**src/rtl/pipeline_pkg.sv**
```systemverilog
// Shared definitions for the pipeline stall/flush controller.
// Optional build macro: STALL_STATS_EN (adds 32-bit stall/flush statistics counters).
package pipeline_pkg;

  // FSM encoding of the stall controller
  typedef enum logic [1:0] {
    RUN = 2'd0,
    HAZ = 2'd1,
    MEM = 2'd2,
    REL = 2'd3
  } stall_state_t;

  // Default number of consecutive hazard-stall cycles before forced release
  localparam int DEF_MAX_HAZ_STALL = 3;

  // Width of the optional statistics counters
  localparam int STATS_W = 32;

endpackage : pipeline_pkg

```
**src/rtl/pipeline_stall_ctrl_sat_counter.sv**
```systemverilog
// Up-counter with synchronous clear and optional saturation at all-ones.
// With SATURATE=0 the counter wraps modulo 2^WIDTH.
module sat_counter #(
  parameter int WIDTH    = 4,
  parameter bit SATURATE = 1'b1
) (
  input  logic             clk,
  input  logic             rst,
  input  logic             clr,
  input  logic             inc,
  output logic [WIDTH-1:0] count
);

  logic [WIDTH-1:0] count_q;
  logic [WIDTH-1:0] count_d;

  // Next count: clear has priority over increment; hold at all-ones when saturating
  always_comb begin
    count_d = count_q;
    if (clr) begin
      count_d = '0;
    end else if (inc) begin
      if (SATURATE && (&count_q)) begin
        count_d = count_q;
      end else begin
        count_d = count_q + WIDTH'(1);
      end
    end
  end

  // Count register, asynchronously cleared
  always_ff @(posedge clk or posedge rst) begin
    if (rst) begin
      count_q <= '0;
    end else begin
      count_q <= count_d;
    end
  end

  assign count = count_q;

endmodule : sat_counter

```
**src/rtl/pipeline_stall_ctrl.sv**
```systemverilog
// Stall/flush controller for the 5-stage MIPS pipeline.
// Mealy control outputs (same-cycle response to hazards), registered FSM,
// consecutive-stall counter and a sticky watchdog that force-releases a
// hazard stall that lasts MAX_HAZ_STALL cycles.
// Optional build macro: STALL_STATS_EN adds hazStallTotal, memStallTotal
// and flushTotal (32-bit, wrapping) event counters.
module pipeline_stall_ctrl
  import pipeline_pkg::*;
#(
  parameter int MAX_HAZ_STALL = DEF_MAX_HAZ_STALL,
  parameter int CNT_W         = 4
) (
  input  logic             clk,
  input  logic             reset,
  input  logic             hazardDetected,
  input  logic             branchTakenD,
  input  logic             memBusyM,
  output logic             stallF,
  output logic             stallD,
  output logic             stallE,
  output logic             stallM,
  output logic             flushD,
  output logic             flushE,
  output logic [CNT_W-1:0] stallCycles,
`ifdef STALL_STATS_EN
  output logic [STATS_W-1:0] hazStallTotal,
  output logic [STATS_W-1:0] memStallTotal,
  output logic [STATS_W-1:0] flushTotal,
`endif
  output logic             timeoutErr
);

  localparam logic [CNT_W-1:0] MAX_CNT = CNT_W'(MAX_HAZ_STALL);

  stall_state_t     state_q;
  stall_state_t     state_d;
  logic             timeout_q;
  logic             timeout_d;

  logic             cnt_inc;
  logic             cnt_clr;
  logic [CNT_W-1:0] cnt_plus1;

  logic             stall_f_w;
  logic             stall_d_w;
  logic             stall_e_w;
  logic             stall_m_w;
  logic             flush_d_w;
  logic             flush_e_w;

  // Value the counter will hold after an increment this cycle (saturating)
  assign cnt_plus1 = (&stallCycles) ? stallCycles : (stallCycles + CNT_W'(1));

  // Next-state, counter control and Mealy outputs; memory busy beats hazard beats branch
  always_comb begin
    state_d   = RUN;
    timeout_d = timeout_q;
    cnt_inc   = 1'b0;
    cnt_clr   = 1'b0;
    stall_f_w = 1'b0;
    stall_d_w = 1'b0;
    stall_e_w = 1'b0;
    stall_m_w = 1'b0;
    flush_d_w = 1'b0;
    flush_e_w = 1'b0;

    if (memBusyM) begin
      // Whole front of the pipe waits on memory; the watchdog never applies here
      stall_f_w = 1'b1;
      stall_d_w = 1'b1;
      stall_e_w = 1'b1;
      stall_m_w = 1'b1;
      cnt_inc   = 1'b1;
      state_d   = MEM;
    end else if (state_q == REL) begin
      // One free cycle to let the stuck instruction move on
      cnt_clr = 1'b1;
      state_d = RUN;
    end else if (hazardDetected) begin
      // Hold PC and IF/ID, bubble into ID/EX; a coincident branch waits for re-decode
      stall_f_w = 1'b1;
      stall_d_w = 1'b1;
      flush_e_w = 1'b1;
      cnt_inc   = 1'b1;
      if (cnt_plus1 >= MAX_CNT) begin
        state_d   = REL;
        timeout_d = 1'b1;
      end else begin
        state_d = HAZ;
      end
    end else begin
      flush_d_w = branchTakenD;
      cnt_clr   = 1'b1;
      state_d   = RUN;
    end

    // Controls are forced inactive while reset is asserted
    if (reset) begin
      stall_f_w = 1'b0;
      stall_d_w = 1'b0;
      stall_e_w = 1'b0;
      stall_m_w = 1'b0;
      flush_d_w = 1'b0;
      flush_e_w = 1'b0;
    end
  end

  // FSM state and sticky watchdog flag
  always_ff @(posedge clk or posedge reset) begin
    if (reset) begin
      state_q   <= RUN;
      timeout_q <= 1'b0;
    end else begin
      state_q   <= state_d;
      timeout_q <= timeout_d;
    end
  end

  sat_counter #(
    .WIDTH    (CNT_W),
    .SATURATE (1'b1)
  ) u_stall_cnt (
    .clk   (clk),
    .rst   (reset),
    .clr   (cnt_clr),
    .inc   (cnt_inc),
    .count (stallCycles)
  );

`ifdef STALL_STATS_EN
  // Hazard stall is the only case that holds decode without holding EX/MEM
  sat_counter #(
    .WIDTH    (STATS_W),
    .SATURATE (1'b0)
  ) u_haz_total (
    .clk   (clk),
    .rst   (reset),
    .clr   (1'b0),
    .inc   (stall_d_w & ~stall_m_w),
    .count (hazStallTotal)
  );

  sat_counter #(
    .WIDTH    (STATS_W),
    .SATURATE (1'b0)
  ) u_mem_total (
    .clk   (clk),
    .rst   (reset),
    .clr   (1'b0),
    .inc   (stall_m_w),
    .count (memStallTotal)
  );

  sat_counter #(
    .WIDTH    (STATS_W),
    .SATURATE (1'b0)
  ) u_flush_total (
    .clk   (clk),
    .rst   (reset),
    .clr   (1'b0),
    .inc   (flush_d_w),
    .count (flushTotal)
  );
`endif

  assign stallF     = stall_f_w;
  assign stallD     = stall_d_w;
  assign stallE     = stall_e_w;
  assign stallM     = stall_m_w;
  assign flushD     = flush_d_w;
  assign flushE     = flush_e_w;
  assign timeoutErr = timeout_q;

endmodule : pipeline_stall_ctrl

```
**config.mk**
```make
export PLATFORM = sky130hd
export DESIGN_NAME = pipeline_stall_ctrl
export DESIGN_NICKNAME = d
export VERILOG_FILES = /design/src/rtl/pipeline_pkg.sv /design/src/rtl/pipeline_stall_ctrl_sat_counter.sv /design/src/rtl/pipeline_stall_ctrl.sv
export SDC_FILE = /design/constraint.sdc
export NUM_CORES = 1
export LEC_CHECK = 0
export BUFFER_PORTS_ARGS = -buffer_cell sky130_fd_sc_hd__buf_2
export CAP_MARGIN = 0
export CORE_AREA = 2 2 39 41
export CTS_BUF_LIST = sky130_fd_sc_hd__clkbuf_16
export DETAILED_ROUTE_END_ITERATION = 6
export DIE_AREA = 0 0 41 43
export SYNTH_ARGS = -nofsm -noshare
export SYNTH_HDL_FRONTEND = slang
export SYNTH_SLANG_ARGS = --single-unit
```
**constraint.sdc**
```tcl
create_clock -name clk -period 2.35 [get_ports clk]
set_input_delay 0.1175 -clock clk [delete_from_list [all_inputs] [get_ports clk]]
set_output_delay 0.1175 -clock clk [all_outputs]
set_load 0.03 [all_outputs]
```
==> impl_metrics.yaml <==
yosys:
  synth_xor_area_share_pct: 2.310
  yosysMostFrequentCell: "nor2_1"
  synth_async_sr_flop_share_pct: 100.0
  synth_top_area_cell: "dfrtp_1"
  yosys.area_share.simple_pct: 26.73
  synth_fp_nets: 49
  synth-edff-count: 0
  yosys_warnings: 0
  synthMuxAreaShare_pct: 2.640
  yosys.area.top_type_share_pct: 46.20
  synth_area_per_cell_um2: 8.817
  synthAdderAreaFrac_pct: 3.300
  synth-main-ff-cell: "dfrtp_1"
  netlist_instances: 43
  synth_area_um2: 379.1
  synth_top_family_by_area: "simple AND/OR/NAND/NOR gates"
  ys_ff_latch: 7
  synthTopCellsByArea: "dfrtp_1, nor2_1, buf_4, inv_1, a31oi_1"
  synth_cell_types: 18
  synthTopCellsByCount: "nor2_1, dfrtp_1, inv_1, nand2_1"
  ys_seq_area_share_pct: 46.20
  synth_compound_area_share_pct: 10.89
final_layout:
  antennaDiodeCount: 0
  drive_above_1_share_pct: 29.51
  area_growth_pct: 44.55
  fin_cells: 77
  final_nets: 68
cts:
  clkTransAtPathRegs_ns: 0.04
  cts_buffers: 3
  clk_path_buf_depth: 2
  htreeDepth: 1
  cts_tree: "built"
  hold_buffers: 1
  clk_latency_ns: 0.23
  clockRootBuffer: "clkbuf_16"
  post_cts_buffers: 0
  cts_resized: 0
  cts_sinks: 7
sta:
  fin_setup_tns_ns: 0
  clock.fmax_mhz: 641.5
  hold_viol_final: 0
  tightest_slew_ns: 0.5103
  fin_crit_sh_pct: 66.33
  whs_ns: 0.2199
  period_minus_slack_ns: 1.559
  setup_viol: 0
  timing.slew.headroom_pct: 65.98
  rsz0062_at_grt: "false"
  fin_worst_skew_ns: 0.0003524
  drv_slew: 0
floorplanning:
  start_util_pct: 27.40
  core_um2: 1384
  num_rows: 14
  ios: 16
  dieArea_um2: 1763
  die_w_um: 41
  dieHeight_um: 43
run:
  drv_cap: 0
critical_path:
  cp_data_arrival_time_ns: 1.44
  worstPathCellList: "dlygate4sd3_1, buf_2, inv_1, and4_1, buf_2"
  end_kind: "primary output"
  cp-startpoint: "reset"
  cp_slowest_stage_delay_ns: 0.54
  reg2reg_from: "u_stall_cnt.count[0]"
  crit_top_cell: "buf_2"
  critical_path_class: "in -> out"
  path_max_fanout: 8
  cp.required_ns: 2.23
  setup.worst_path.start_class: "input pin"
  ff2ff_path_depth: 4
  slowest_stage: "dlygate4sd3_1"
min_path:
  hp-start: "hazardDetected"
  hold_path.class: "in -> reg"
  min_path_cells: 3
global_routing:
  grt_pass1_vias: 287
  grt_usage_pct: 11.35
  grt_antenna_before_repair: 0
  grt_max_degree: 9
  grt_pass1_wl_um: 1228
  gr-total-overflow: 0
place:
  place_hpwl_um: 576.5
  portBuffers: 15
  place_congestion: 0.6865
  dp_cells: 72
detailed_routing:
  vias_per_cell: 4.571
  wire_per_inst_um: 10.77
  dr.pass1.iters: 4
  drc: 0
  via_count: 352
  wl_um: 829
  ant_nets: 0
  first_iter_violations: 4
pwr:
  power_density_nw_per_um2: 1256
  leakagePower_nw: 0.2946
  peakVddDrop_uv: 556.6
run_status:
  status: "complete, no violations"
## cell usage in the layout (no fill, tap or decap), drive strengths merged
cell type	instances
a21bo	1
a21oi	2
a31oi	2
a32oi	1
and4	1
buf	15
clkbuf	3
dfrtp	7
dlygate4sd3	1
ha	1
inv	5
mux2i	1
nand2	3
nand3	2
nand3b	1
nor2	9
nor2b	2
nor3	2
nor3b	1
xnor2	1
## power by group
part | internal [mW] | switching (mW)
Clock | 0.221 | 0.0618
Combinational | 0.0712 | 0.134
Sequential | 0.155 | 0.0452
## critical path, delay by kind of cell
| kind | cells | cell delay [ns] |
|---|---|---|
| and+or+nand+nor | 1 | 0.22 |
| buffers and inverters | 4 | 1.10 |
## logic make-up after synthesis
family / after synthesis
and+or+nand+nor: 21
DFF: 7
AOI/OAI and AO/OA: 6
buffers and inverters: 6
xor gates and xnor gates: 1
muxes: 1
adders and majority gates: 1
## path summary, 6_finish.rpt
kind	end	slack [ns]
worst max-delay path	flushD	0.79
min in group asynchronous	timeoutErr	0.41
max in group asynchronous	u_stall_cnt.count[3]	1.72
worst max register to register	u_stall_cnt.count[1]	1.08
worst min-delay path	state_q[0]	0.22
worst min register to register	timeoutErr	0.53
## layer usage
| metal | GRT usage (%) | up-vias | wire [um] |
|---|---|---|---|
| met1 | 14.24 | 147 | 368 |
| met2 | 14.06 | 22 | 333 |
| met4 | 14.00 | 0 | 44 |
| li1 | - | 179 | - |
| met5 | 0 | - | 0 |
| met3 | 1.571 | 4 | 83 |
## through the flow
stage	total power, mW	instance area [um2]	setup slack, ns	util [%]
after floorplan	0.3487	379.1	0.9593	-
after detailed placement	0.4064	459.2	1.075	33.18
after global placement	0.4045	459.2	1.101	33.18
final	0.6883	548.0	0.7912	39.60
after global routing	0.7294	548.0	0.6520	39.60
after CTS	0.6994	548.0	0.7733	39.60
## flip-flops by register name, indices dropped and copies added, names as in the netlist
register	cells
state_q	2
timeoutErr	1
u_stall_cnt.count	4
## layout make-up
class / count / area (um2)
flip-flops and latches: 7 / 175.2
fillers: 144 / 835.8
clock inverters: 1 / 3.754
multi-input cells: 30 / 173.9
repair buffers: 16 / 85.08
well taps: 16 / 20.02
clock buffers: 3 / 75.07
inverters: 4 / 15.01
Power figures use the tool's default switching activity.
